File: config.mk
export PLATFORM = sky130hd
export DESIGN_NAME = key_direction_ctrl_flat
export DESIGN_NICKNAME = d
export VERILOG_FILES = /design/src/rtl/key_direction_ctrl_if.sv /design/src/rtl/key_direction_ctrl.sv /design/src/flat_wrapper.sv
export SDC_FILE = /design/constraint.sdc
export NUM_CORES = 1
export LEC_CHECK = 0
export BUFFER_PORTS_ARGS = -buffer_cell sky130_fd_sc_hd__buf_2
export CAP_MARGIN = 20
export CORE_MARGIN = 2
export CORE_UTILIZATION = 45
export DETAILED_ROUTE_END_ITERATION = 12
export PLACE_DENSITY = 0.58
export RECOVER_POWER = 25
export SYNTH_ARGS = -nofsm -noshare
export SYNTH_HDL_FRONTEND = slang
export SYNTH_SLANG_ARGS = --single-unit
File: constraint.sdc
create_clock -name clk -period 2.4 [get_ports clk]
set_clock_uncertainty 0.1 [all_clocks]
set_input_delay 0.12 -clock clk [delete_from_list [all_inputs] [get_ports clk]]
set_output_delay 0.12 -clock clk [all_outputs]
set_load 0.01 [all_outputs]
File: src/rtl/key_direction_ctrl_if.sv
// Key inputs and debounced control outputs of the push-button front end.
// The design side uses the slave modport; whatever drives the keys uses master.
interface key_direction_ctrl_if;
    logic key_dir;
    logic key_run;
    logic direction;
    logic run;
    logic dir_pulse;
    logic run_pulse;

    modport master (
        output key_dir,
        output key_run,
        input  direction,
        input  run,
        input  dir_pulse,
        input  run_pulse
    );

    modport slave (
        input  key_dir,
        input  key_run,
        output direction,
        output run,
        output dir_pulse,
        output run_pulse
    );
endinterface

File: src/rtl/key_direction_ctrl.sv
// Two independent key channels: synchronise, debounce press and release, and
// toggle a level output with a one-cycle pulse on every accepted press.
module key_direction_ctrl #(
    parameter int DEBOUNCE_CYCLES = 20000,
    parameter int CNT_W           = 15
) (
    input  logic                 clk,
    input  logic                 rst,
    key_direction_ctrl_if.slave  bus
);

    localparam logic [1:0] IDLE        = 2'd0;
    localparam logic [1:0] PRESS_CHK   = 2'd1;
    localparam logic [1:0] PRESSED     = 2'd2;
    localparam logic [1:0] RELEASE_CHK = 2'd3;

    localparam logic [CNT_W-1:0] CNT_LAST = CNT_W'(DEBOUNCE_CYCLES - 1);

    // Channel 0 is the direction key, channel 1 the run/pause key.
    logic [1:0] raw;
    logic [1:0] ff1;
    logic [1:0] ff2;
    logic [1:0] level;
    logic [1:0] pulse;

    assign raw = {bus.key_run, bus.key_dir};

    always_ff @(posedge clk) begin
        if (rst) begin
            ff1 <= 2'b00;
            ff2 <= 2'b00;
        end else begin
            ff1 <= raw;
            ff2 <= ff1;
        end
    end

    for (genvar ch = 0; ch < 2; ch++) begin : g_chan
        logic             s;
        logic [1:0]       state_q;
        logic [1:0]       state_d;
        logic [CNT_W-1:0] cnt_q;
        logic [CNT_W-1:0] cnt_d;
        logic             level_q;
        logic             level_d;
        logic             pulse_q;
        logic             pulse_d;

        assign s = ff2[ch];

        // The counter is cleared on entry to each check state and only
        // advances below its terminal value, so it can never wrap.
        always_comb begin
            state_d = state_q;
            cnt_d   = cnt_q;
            level_d = level_q;
            pulse_d = 1'b0;
            case (state_q)
                IDLE: begin
                    if (s) begin
                        state_d = PRESS_CHK;
                        cnt_d   = '0;
                    end
                end
                PRESS_CHK: begin
                    if (!s) begin
                        state_d = IDLE;
                    end else if (cnt_q == CNT_LAST) begin
                        state_d = PRESSED;
                        pulse_d = 1'b1;
                        level_d = ~level_q;
                    end else begin
                        cnt_d = cnt_q + 1'b1;
                    end
                end
                PRESSED: begin
                    if (!s) begin
                        state_d = RELEASE_CHK;
                        cnt_d   = '0;
                    end
                end
                RELEASE_CHK: begin
                    if (s) begin
                        state_d = PRESSED;
                    end else if (cnt_q == CNT_LAST) begin
                        state_d = IDLE;
                    end else begin
                        cnt_d = cnt_q + 1'b1;
                    end
                end
                default: begin
                    state_d = IDLE;
                end
            endcase
        end

        always_ff @(posedge clk) begin
            if (rst) begin
                state_q <= IDLE;
                cnt_q   <= '0;
                level_q <= 1'b1;
                pulse_q <= 1'b0;
            end else begin
                state_q <= state_d;
                cnt_q   <= cnt_d;
                level_q <= level_d;
                pulse_q <= pulse_d;
            end
        end

        assign level[ch] = level_q;
        assign pulse[ch] = pulse_q;
    end

    assign bus.direction = level[0];
    assign bus.run       = level[1];
    assign bus.dir_pulse = pulse[0];
    assign bus.run_pulse = pulse[1];

endmodule

File: src/flat_wrapper.sv
// flat-port wrapper written by rule: the top's interface ports become plain ports
module key_direction_ctrl_flat 
#(
    parameter int DEBOUNCE_CYCLES = 20000,
    parameter int CNT_W           = 15
)
  (clk, rst, bus_key_dir, bus_key_run, bus_direction, bus_run, bus_dir_pulse, bus_run_pulse);
  key_direction_ctrl_if bus_i ();
  input  logic clk;
  input  logic rst;
  input wire logic [$bits(bus_i.key_dir)-1:0] bus_key_dir;
  input wire logic [$bits(bus_i.key_run)-1:0] bus_key_run;
  output wire logic [$bits(bus_i.direction)-1:0] bus_direction;
  output wire logic [$bits(bus_i.run)-1:0] bus_run;
  output wire logic [$bits(bus_i.dir_pulse)-1:0] bus_dir_pulse;
  output wire logic [$bits(bus_i.run_pulse)-1:0] bus_run_pulse;
  assign bus_i.key_dir = bus_key_dir;
  assign bus_i.key_run = bus_key_run;
  assign bus_direction = bus_i.direction;
  assign bus_run = bus_i.run;
  assign bus_dir_pulse = bus_i.dir_pulse;
  assign bus_run_pulse = bus_i.run_pulse;
  key_direction_ctrl #(.DEBOUNCE_CYCLES(DEBOUNCE_CYCLES), .CNT_W(CNT_W)) u_core (.clk(clk), .rst(rst), .bus(bus_i));
endmodule
## Yosys cells after proc, flatten, opt, wreduce, memory -nomap -nowiden

Cells that the tools add are included.

| operators by class | value |
|---|---|
| add/subtract/negate cells | 2 |
| equality and inequality tests | 20 |
| multiplexer cells | 28 |
| bitwise operators | 6 |
| reduce and logical (&&, ||, !) cells | 10 |

Operators with widths:

| operator | count |
|---|---|
| 15-bit 2-to-1 mux | 10 |
| 15-bit case mux with 4 select lines | 2 |
| 15-bit by 1-bit adder with 15-bit output, second input constant | 2 |
| 15-bit equality test, second input constant | 2 |
| 2-bit 2-to-1 mux | 12 |
| 2-bit case mux with 4 select lines | 2 |
| 4-bit AND reduction | 4 |
| 2-bit equality test, second input constant | 4 |
| 2-bit by 1-bit inequality test with 1-bit output, second input constant | 4 |
| 2-bit inequality test, second input constant | 4 |
| 3-bit by 1-bit inequality test with 1-bit output, second input constant | 2 |
| 3-bit inequality test, second input constant | 2 |
| 1-bit inverter | 6 |
| 3-bit AND reduction | 2 |
| 3-bit OR reduction | 2 |
| 2-bit by 1-bit equality test with 1-bit output, second input constant | 2 |
| 2-bit zero test | 2 |
| 1-bit 2-to-1 mux | 2 |

| word-level totals | value |
|---|---|
| register bits | 42 |
| logic and storage cells | 76 |

## Longest topological paths before layout

| depth | value |
|---|---|
| word-level depth | 4 |
| depth in mapped cells | 7 |
| gate-level depth less buffers | 5 |

## Least setup slack after synthesis

OpenSTA, ideal clock, no wires.

| timing | value |
|---|---|
| kind | flip-flop to flip-flop |
| start point | register u_core.g_chan[0].cnt_q[7] |
| end point | register u_core.g_chan[0].cnt_q[3] |
| arrival time | 1820 ps |
| required time | 2185 ps |
| setup slack | 365 ps |
| cell stages (with the launch flop) | 7 |
| path buffers | 2 |
| clock period less this slack | 2035 ps |
| cells stage by stage | dfxtp_1 or4b_4 o41ai_4 buf_6 buf_12 nor3_1 o21a_1 |

| between the ends | value |
|---|---|
| longest elaborated chain between the ends | 4 |
| elaborated cells on any way between the ends | 5 |
| those cells by class | eq/ne: 1; mux: 4 |

Ends and longest elaborated chain:

| item | RTL line | source |
|---|---|---|
| start, declared | key_direction_ctrl.sv:42 | `logic [CNT_W-1:0] cnt_q;` |
| start signal, assigned | key_direction_ctrl.sv:105 | `cnt_q <= cnt_d;` |
| 15-bit equality test (*) | key_direction_ctrl.sv:68, key_direction_ctrl.sv:85 |  |
| 15-bit 2-to-1 mux (*) | -- |  |
| 15-bit 2-to-1 mux, on equally long branches | -- |  |
| 15-bit case mux with 4 select lines (*) | -- |  |

Every way passes the cells marked *; elsewhere a longest branch is shown, timed or not. The select of a mux whose other input is x is not followed.
A chain may end at the register's enable or synchronous reset.

## Final worst setup path

| timing | value |
|---|---|
| start point | register u_core.g_chan[0].cnt_q[7] |
| end point | register u_core.g_chan[0].level_q, in the netlist u_core.bus.direction |

| between the ends | value |
|---|---|
| longest elaborated chain between the ends | 2 |

Ends and longest elaborated chain:

| item | RTL line | source |
|---|---|---|
| 15-bit equality test | key_direction_ctrl.sv:68 | `end else if (cnt_q == CNT_LAST) begin` |
| 3-bit AND reduction (no source line) | -- |  |
| end signal, assigned | key_direction_ctrl.sv:106 | `level_q <= level_d;` |
| end, declared | key_direction_ctrl.sv:44 | `logic level_q;` |

No other way between the ends.

==> impl_metrics.ini <==
[critical_path]
crit_chain = or4b_4 > nor4_1 > and3_1 > o21ai_0
crit_type = reg2reg
r2r_setup_slack_ns = 0.29
critPathTopFamily = simple AND/OR/NAND/NOR gates
worst_path_largest_cell_delay_ns = 0.64
worstPathRequired_ns = 2.48
path_max_fanout = 6
timing.critical_path.arrival_ns = 2.19
cpMaxStageDelayCell = nor4_1
cp-end-kind = flop
critPathLaunch = u_core.g_chan[0].cnt_q[7]
timing.rr.start = u_core.g_chan[0].cnt_q[7]
cp.depth = 4
worst_setup_path_endpoint = u_core.bus.direction
r2r.worst_path.cells = 4
critPathBufInv = 0
crit_path_start_kind = flop
worst_r2r_endpoint = u_core.bus.direction

[finish]
total_inserted_antenna_cells = 0
layoutNonFillerInstCount = 291
multi_input_comb_area_um2 = 1080
fill_cells = 422
post-route-util_pct = 50.4
drive_above_1_share_pct = 7.11
register_area_um2 = 841
num-nets-final = 244
layout-area-overhead-vs-synth_pct = 8.47

[floorplan]
die_width_um = 70.8
die_height_um = 70.8
floorplan.rows = 24
design.portCount = 8
core_um2 = 4320
floorplan.initialDensity_pct = 46.4
die-area_um2 = 5010

[pwr]
power.leakage_nw = 0.654
overall_power_mw = 1.20
vdd.ir_drop.worst_v = 0.000363
power.density_nw_per_um2 = 551

[global_route]
grt_antenna_before_repair = 0
grt_overflow = 0
grt_pass1_wl_mm = 7.29
vias_in_the_first_global_route = 1689
gr-usage-all-layers_pct = 17.8
pin_count_of_the_biggest_net_entering_global_routing = 23

[timing]
relSlewSlack_pct = 50.7
setup_tns_ns = 0
final-hold-violation-count = 0
clock.fmax_mhz = 474
grt_setup_unrepaired = no
final-setup-viol-count = 0
finalMaxSlewViolations = 0
worstMarginPinSlew_ns = 0.733
timing.hold.ws_ns = 0.0877
timing.final.crit_share_pct = 87.9
period_needed_ns = 2.11

[place]
total_of_buffers_placed_on_input_and_output_ports = 7
gp_congestion = 0.841
detailed_placement_hpwl_mm = 2.98
dp.cells = 281

[detailed_routing]
detailed_route_wire_length_per_cell_um = 14.5
route.vias.total = 1785
drtAntennaViolNets = 0
drt-pass1-iter-count = 4
drt_iter0_markers = 108
drt-met1-wl_mm = 1.99
highest_layer = met4
routed-wl-met2_mm = 2.04
totalWireLength_mm = 4.22
wl_met3_um = 160
drt_drc_violations_left = 0
route.detailed.vias_per_inst = 6.13

[hold_path]
worstHoldStart = rst
hp-class = in2reg

[synth]
syn-instance-count = 227
ys.flop_type = dfxtp_1
synthesis.area_um2 = 2010
synth.largest_area_cell = dfxtp_1
synth_top_cells_by_area = dfxtp_1 (42%), a21oi_1 (7.5%), or4_1 (7.1%), o31ai_1 (6.7%), nand4_1 (3.7%)
synth_largest_type_area_fraction_pct = 41.9
yosys_warnings = 0
synthDistinctLibCells = 36
syn_avg_cell_area_um2 = 8.85
synth_fp_nets = 233
most_common_cell_in_the_netlist = dfxtp_1
synth-seq-area-share_pct = 41.9
synth-edff-count = 0
asyncSetResetFlopFracSynth_pct = 0
synth-seq-cells = 42
synth_commonest_cells = dfxtp_1 (42), a21oi_1 (30), or4_1 (19)

[clock_network]
tritoncts_clock_tree = done
clockRootBuffer = clkbuf_8
clock_sinks = 42
clk_latency_ns = 0.29
buffer_levels_on_the_longest_clock_path = 2
clkSlewWorstSetupHoldPaths_ns = 0.09
clock_tree.htree_level_count = 2
number_of_buffers_created_by_cts = 5

[flow_run]
maxCapViolCount = 0

[run_status]
outcome = finished, final reports clean
-- per-stage QoR --
stage                     instance area (um^2)  worst slack, ns
after floorplan                           2010            0.365
after global placement                    2080            0.329
after detailed placement                  2080            0.315
after CTS                                 2190            0.292
after global routing                      2180            0.127
final                                     2180            0.290
-- final cells by class --
type / instances / area share [%]
clock buffers: 5 / 3.16
multi-input cells: 169 / 49.6
well taps: 52 / 2.99
repair buffers: 13 / 3.50
clock inverters: 3 / 0.976
inverters: 7 / 1.21
flip-flops and latches: 42 / 38.6
-- logic make-up after synthesis --
| logic type | after synthesis | share of synthesized area, % |
|---|---|---|
| xor gates and xnor gates | 5 | 2.18 |
| AOI/OAI and AO/OA | 64 | 20.1 |
| adders and majority gates | 2 | 1.25 |
| and+or+nand+nor | 98 | 30.3 |
| DFF | 42 | 41.9 |
| buffers and inverters | 16 | 4.36 |
-- flip-flops by register name, indices dropped and copies added (netlist names), named ones only --
| register | flops |
|---|---|
| u_core.bus.dir_pulse | 1 |
| u_core.bus.direction | 1 |
| u_core.bus.run | 1 |
| u_core.bus.run_pulse | 1 |
| u_core.ff1 | 2 |
| u_core.ff2 | 2 |
| u_core.g_chan.cnt_q | 30 |
| u_core.g_chan.state_q | 2 |
-- power breakdown --
part	internal, mW	leakage [nW]	switching (mW)
clock	0.205	0.0441	0.252
sequential	0.700	0.339	0.00259
combinational	0.0142	0.271	0.0259
total	0.919	0.654	0.281
-- placed cells by master (no fill, tap or decap), drive strengths merged, types with 5 or more instances in the layout --
master and instances:
dfxtp 42, clkbuf 10, inv 7, buf 6, o31ai 18, a21oi 30, o21ai 10, nand2 14
or4 19, nor2b 5, and4 5, and3 6, nand3 13, or3 6, nand4 12
-- metal layers --
layer | vias up | GRT usage, %
li1 | 907 | -
met1 | 843 | 21.8
met2 | 33 | 30.0
met3 | 2 | 5.13
met4 | 0 | 6.08
met5 | - | 0
-- timing repair --
action | in CTS | in global routing
buffers inserted | 0 | 0
endpoints found under the hold margin | 2 | 0
resized for setup | 0 | 0
hold buffers | 2 | 0
-- worst min-delay path by stage --
stage	end	depth (start not counted)	slack, ns
6_report	u_core.ff2[1]	2	0.09
5_1_grt	u_core.ff2[1]	2	0.1
4_1_cts	u_core.ff1[0]	2	0.07
3_5_place_dp	u_core.ff1[0]	2	0.23
3_3_place_gp	u_core.ff1[0]	2	0.23
2_1_floorplan	u_core.ff1[0]	1	0.09
(Power assumes the default switching activity.)
